### src/rtl/lvds_tx.sv
// lvds_tx: TX framer that serializes 32-bit I/Q words into 16 DDR dibits, MSB dibit first.
// Build macro LVDS_TX_SYNC_CHECK_EN: check sync bits and drop bad words instead of forcing them.
//
// state | meaning
// IDLE  | drive IDLE_DIBIT, pull a word when enabled and the FIFO has data
// FETCH | capture FIFO word, drive dibit0 (or drop it when sync check fails)
// TX    | shift out dibits 1..15; last cycle may pull the next word back-to-back
// GAP   | hold IDLE_DIBIT so MIN_GAP idle dibits separate consecutive frames
module lvds_tx #(
  parameter logic [1:0]  IDLE_DIBIT = 2'b00,
  parameter int unsigned MIN_GAP    = 0
) (
  input  logic        i_ddr_clk,
  input  logic        i_rst,
  input  logic        i_tx_en,
  input  logic        i_fifo_empty,
  output logic        o_fifo_read_clk,
  output logic        o_fifo_pull,
  input  logic [31:0] i_fifo_data,
  output logic [1:0]  o_ddr_data,
  output logic        o_underrun,
  output logic        o_sync_err,
  output logic [7:0]  o_sync_err_cnt,
  output logic [1:0]  o_debug_state
);

  typedef enum logic [1:0] {
    ST_IDLE  = 2'b00,
    ST_FETCH = 2'b01,
    ST_TX    = 2'b11,
    ST_GAP   = 2'b10
  } state_t;

  // Pull-to-dibit0 latency is two cycles, so GAP only needs MIN_GAP-1 cycles of its own.
  localparam bit         B2B      = (MIN_GAP == 0);
  localparam bit         USE_GAP  = (MIN_GAP >= 2);
  localparam logic [3:0] GAP_LOAD = USE_GAP ? 4'(MIN_GAP - 2) : 4'd0;

  state_t      state_q, state_d;
  logic [31:0] sr_q, sr_d;
  logic [3:0]  pos_q, pos_d;
  logic [3:0]  gap_q, gap_d;
  logic [1:0]  ddr_q, ddr_d;
  logic        urun_pend_q, urun_pend_d;
  logic        urun_q, urun_d;
  logic [31:0] word;
  logic        word_ok;
  logic        last_tx;
  logic        pull;

`ifdef LVDS_TX_SYNC_CHECK_EN
  assign word    = i_fifo_data;
  assign word_ok = (i_fifo_data[31:30] == 2'b10) && (i_fifo_data[15:14] == 2'b01);
`else
  logic unused_sync_bits;
  assign unused_sync_bits = ^{i_fifo_data[31:30], i_fifo_data[15:14]};
  assign word    = {2'b10, i_fifo_data[29:16], 2'b01, i_fifo_data[13:0]};
  assign word_ok = 1'b1;
`endif

  assign last_tx = (state_q == ST_TX) && (pos_q == 4'd0);
  assign pull    = i_tx_en && !i_fifo_empty && !i_rst &&
                   ((state_q == ST_IDLE) || (B2B && last_tx));

  always_ff @(posedge i_ddr_clk) begin
    if (i_rst) begin
      state_q     <= ST_IDLE;
      sr_q        <= '0;
      pos_q       <= '0;
      gap_q       <= '0;
      ddr_q       <= IDLE_DIBIT;
      urun_pend_q <= 1'b0;
      urun_q      <= 1'b0;
    end else begin
      state_q     <= state_d;
      sr_q        <= sr_d;
      pos_q       <= pos_d;
      gap_q       <= gap_d;
      ddr_q       <= ddr_d;
      urun_pend_q <= urun_pend_d;
      urun_q      <= urun_d;
    end
  end

  always_comb begin
    state_d = state_q;
    case (state_q)
      ST_IDLE:  if (pull) state_d = ST_FETCH;
      ST_FETCH: state_d = word_ok ? ST_TX : ST_IDLE;
      ST_TX: begin
        if (last_tx) begin
          if (pull)         state_d = ST_FETCH;
          else if (USE_GAP) state_d = ST_GAP;
          else              state_d = ST_IDLE;
        end
      end
      ST_GAP:   if (gap_q == 4'd0) state_d = ST_IDLE;
      default:  state_d = ST_IDLE;
    endcase
  end

  always_comb begin
    ddr_d       = IDLE_DIBIT;
    sr_d        = sr_q;
    pos_d       = pos_q;
    gap_d       = gap_q;
    urun_pend_d = 1'b0;
    urun_d      = urun_pend_q;
    case (state_q)
      ST_FETCH: begin
        if (word_ok) begin
          ddr_d = word[31:30];
          sr_d  = {word[29:0], 2'b00};
          pos_d = 4'd14;
        end
      end
      ST_TX: begin
        ddr_d = sr_q[31:30];
        sr_d  = {sr_q[29:0], 2'b00};
        pos_d = pos_q - 4'd1;
        // Underrun is judged on the last shift cycle, surfaced one cycle after dibit15.
        if (last_tx) begin
          urun_pend_d = i_tx_en && i_fifo_empty;
          gap_d       = GAP_LOAD;
        end
      end
      ST_GAP:  gap_d = gap_q - 4'd1;
      default: ;
    endcase
  end

`ifdef LVDS_TX_SYNC_CHECK_EN
  logic       serr_q, serr_d;
  logic [7:0] serr_cnt_q, serr_cnt_d;

  always_comb begin
    serr_d     = 1'b0;
    serr_cnt_d = serr_cnt_q;
    if ((state_q == ST_FETCH) && !word_ok) begin
      serr_d = 1'b1;
      if (serr_cnt_q != 8'hFF) serr_cnt_d = serr_cnt_q + 8'd1;
    end
  end

  always_ff @(posedge i_ddr_clk) begin
    if (i_rst) begin
      serr_q     <= 1'b0;
      serr_cnt_q <= '0;
    end else begin
      serr_q     <= serr_d;
      serr_cnt_q <= serr_cnt_d;
    end
  end

  assign o_sync_err     = serr_q;
  assign o_sync_err_cnt = serr_cnt_q;
`else
  assign o_sync_err     = 1'b0;
  assign o_sync_err_cnt = 8'd0;
`endif

  assign o_fifo_read_clk = i_ddr_clk;
  assign o_fifo_pull     = pull;
  assign o_ddr_data      = ddr_q;
  assign o_underrun      = urun_q;
  assign o_debug_state   = state_q;

endmodule

### config.mk
export PLATFORM = sky130hd
export DESIGN_NAME = lvds_tx
export DESIGN_NICKNAME = d
export VERILOG_FILES = /design/src/rtl/lvds_tx.sv
export SDC_FILE = /design/constraint.sdc
export NUM_CORES = 1
export LEC_CHECK = 0
export BUFFER_PORTS_ARGS = -buffer_cell sky130_fd_sc_hd__buf_2
export CAP_MARGIN = 5
export CORE_UTILIZATION = 47
export CTS_CLUSTER_DIAMETER = 30
export CTS_CLUSTER_SIZE = 24
export DETAILED_ROUTE_END_ITERATION = 10
export HOLD_SLACK_MARGIN = 0.08
export PLACE_DENSITY = 0.75
export SYNTH_ARGS = -nofsm -noshare
export SYNTH_HDL_FRONTEND = slang
export SYNTH_SLANG_ARGS = --single-unit
### constraint.sdc
create_clock -name i_ddr_clk -period 1.4 [get_ports i_ddr_clk]
set_clock_uncertainty 0.15 [all_clocks]
set_input_delay 0 -clock i_ddr_clk [delete_from_list [all_inputs] [get_ports i_ddr_clk]]
set_output_delay 0 -clock i_ddr_clk [all_outputs]
set_load 0.05 [all_outputs]
# --- Yosys cells after proc, flatten, opt, wreduce, memory -nomap -nowiden ---
# Index checks and enable logic that the tools add are counted.
word_totals:
  register_bits: 46
  word_cells: 43
  inputBits: 36
  output_inout_bits: 16
classes:
  add_sub_neg: 2
  n_mux: 10
  bitwise_logic: 2
  n_eq_ne: 6
  reduce_logical: 16
ops:
  columns: ["operator", "n"]
  rows:
  - ["$pmux 32 s2", 1]
  - ["$pmux 4 s2", 2]
  - ["$logic_not 4->1", 2]
  - ["$pmux 2 s4", 1]
  - ["$sub 4x1->4 const B", 2]
  - ["$mux 2", 3]
  - ["$ne 2x2->1 const B", 3]
  - ["$logic_and 1x1->1", 5]
  - ["$eq 2x2->1 const B", 2]
  - ["$mux 4", 1]
  - ["$pmux 2 s2", 1]
  - ["$reduce_bool 2->1", 2]
  - ["$reduce_and 3->1", 1]
  - ["$reduce_or 3->1", 1]
  - ["$eq 2x1->1 const B", 1]
  - ["$logic_not 1->1", 2]
  - ["$logic_not 2->1", 1]
  - ["$not 1->1", 2]
  - ["$reduce_and 2->1", 1]
  - ["$logic_or 1x1->1", 1]
  - ["$mux 1", 1]

# --- Depth between registers and ports, before layout ---
depth:
  ltp_word: 7
  depth_mapped: 5

==> flow_summary.toml <==
[critical_path]
critPathCaptureType = "output pin"
cp-start-kind = "register"
required_ns = 1.25
arrival_ns = 1.57
critical_path_class = "reg -> out"
path_max_fanout = 2

[logic_synthesis]
synth-seq-area-share_pct = 43.8
synth_edf_count = 0
ys.flop_type = "dfxtp_1"
avgSynthCellArea_um2 = 9.18
synth.cell_area_um2 = 2010
yosysUniqueCellTypes = 33
synth_seq_cells = 44
synthArstFlopShare_pct = 0
synthCells = 219
yosysWarnings = 0

[power]
power_density_nw_per_um2 = 1190
power.switching_mw = 0.949
intPower_mw = 2.44
clkPwrFrac_pct = 41.7
peakVddDrop_v = 0.00128
pwr-share-seq_pct = 41.2
power.leakage_nw = 1.13
p_comb_share_pct = 17.1
p_sw_share_pct = 28.0

[placement]
place.gp.congestion = 0.802
place_inst = 304
dp_slack_ns = -0.0192
dp_hpwl_mm = 2.75
portBuffers = 38
placed_cell_area_um2 = 2290

[hold_path]
hold_path_class = "in -> reg"

[final_layout]
antenna_cells = 0
area_growth_syn_to_layout_pct = 42.0
postLayoutCoreUtil_pct = 70.3
finalNonFillerCells = 348
mostFrequentLayoutCells = "39 x dfxtp_1, 36 x buf_2, 34 x nor2_1"
layout.nets = 338
drive_above_1_share_pct = 28.5
layout_commonest_cell = "dfxtp_1"
final_cell_area_um2 = 2850

[detailed_routing]
wirelength_mm = 4.65
vias = 1835
route.detailed.drc = 0
dr.pass1.iters = 4
viasPerCell = 5.27
ant_nets = 0
initialDrtViolationCount = 94
wire_per_inst_um = 13.4

[die]
start_util_pct = 49.5
core_um2 = 4060
die_area_um2 = 4540
fp.dieH_um = 67.4
die_w_um = 67.4
io_pins = 52
rows = 23

[global_routing]
met1_usage_pct = 29.7
grt-busiest-layer = "met2"
grtUsageMet2_pct = 34.0
grt_pass1_wl_mm = 7.40
grt_max_degree = 30
grt_overflow = 0
grt_pass1_vias = 1587
grt_usage_pct = 22.8
antenna_found_initial = 0
globalRouteMet3Util_pct = 6.25

[run_status]
violations = "negative setup slack"
status = "complete, but fails checks"

[clocking]
path_clk_slew_ns = 0.08
clk_latency_ns = 0.41
cts_tree = "done"

[timing]
layout_setup_ws_ns = -0.324
setup_tns_ns = -0.389
fmax_ghz = 0.580
setup_violations = 3
rsz0062_at_grt = "true"
hold_violations = 0
finalCriticalPeriod_ns = 1.72
final_max_slew_viol_count = 0
period_share_pct = 123

[run]
max_cap_violations = 0
cell usage after synthesis, types with 2 or more instances:
cell type	instances	area, µm²
o31ai_1	3	22.5
nand3_1	4	20.0
a22oi_1	2	15.0
nor2b_1	3	18.8
nor4_1	2	12.5
o211ai_1	2	15.0
buf_4	11	82.6
a211oi_1	28	210
nand2_1	3	11.3
clkbuf_1	12	45.0
inv_1	8	30.0
nor3_1	2	10.0
nand2b_1	3	18.8
buf_2	6	30.0
nor2_1	34	128
ha_1	4	50.1
a21oi_1	6	30.0
a311oi_1	2	17.5
dfxtp_1	44	881
mux2i_1	26	260
o21ai_0	2	10.0
final timing paths:
path | cells after the start | to | startpoint | slack (ns)
setup / recovery | 6 | o_fifo_pull | pos_q[1] | -0.32
hold reg to reg | 1 | o_underrun | urun_d | 0.29
setup reg to reg | 4 | gap_q[3] | o_debug_state[0] | -0.06
hold / removal | 3 | o_debug_state[0] | i_rst | 0.25
critical path: stages, from the launching register on:
cell and delay, ns:
dfxtp_2 0.33, inv_2 0.08, ha_4 0.12, nand4b_1 0.12
o22ai_1 0.16, and3b_2 0.22, buf_8 0.14
flip-flops by register name, indices dropped and copies added, names as in the netlist:
register,flops
gap_q,4
sr_q,30
o_debug_state,2
urun_d,1
pos_q,4
o_ddr_data,2
o_underrun,1
cells by family (layout without fill, tap and decap cells):
family	after synthesis	count (layout)	share of synthesized area, %
simple gates	58	58	13.5
compound gates	47	47	16.7
flops	44	44	43.8
buf+inv	37	108	9.34
mux	27	27	13.5
fa+ha+maj	4	4	2.49
other cells	1	9	0.187
xor+xnor	1	1	0.436
timing repair:
item,4_1_cts,5_1_grt
endpoints found under the setup margin,4,11
buffers inserted,2,3
hold buffers,32,0
gates resized for setup,8,13
pin swaps,2,4
endpoints found under the hold margin,40,0
power groups by stage:
| stage | clock, mW | combinational, mW | sequential [mW] |
|---|---|---|---|
| finish | 1.42 | 0.580 | 1.40 |
| global route | 1.50 | 0.641 | 1.41 |
| CTS | 1.45 | 0.545 | 1.40 |
| detailed placement | 0.136 | 0.467 | 1.43 |
| global placement | 0.136 | 0.458 | 1.42 |
| floorplan | 0.154 | 0.360 | 1.42 |
final cells by class:
| cell class | count | area [µm²] |
|---|---|---|
| Sequential cell | 44 | 892 |
| Clock buffer | 10 | 140 |
| Clock inverter | 1 | 30.0 |
| Tap cell | 50 | 62.6 |
| Multi-Input combinational cell | 146 | 1020 |
| Inverter | 8 | 30.0 |
| Timing Repair Buffer | 89 | 676 |
| Fill cell | 307 | 1200 |
metrics by stage:
| stage | hold WS [ns] | power (mW) |
|---|---|---|
| 6_report | 0.247 | 3.39 |
| 5_1_grt | 0.258 | 3.55 |
| 4_1_cts | 0.200 | 3.39 |
| 3_5_place_dp | 0.0830 | 2.03 |
| 3_3_place_gp | 0.0830 | 2.02 |
| 2_1_floorplan | -0.0306 | 1.93 |
layer usage:
metal | share of wire (%) | vias up
met5 | 0 | -
met4 | 2.1 | 0
met3 | 4.4 | 9
met2 | 48 | 63
met1 | 46 | 849
li1 | - | 914
Power figures use the tool's default switching activity.
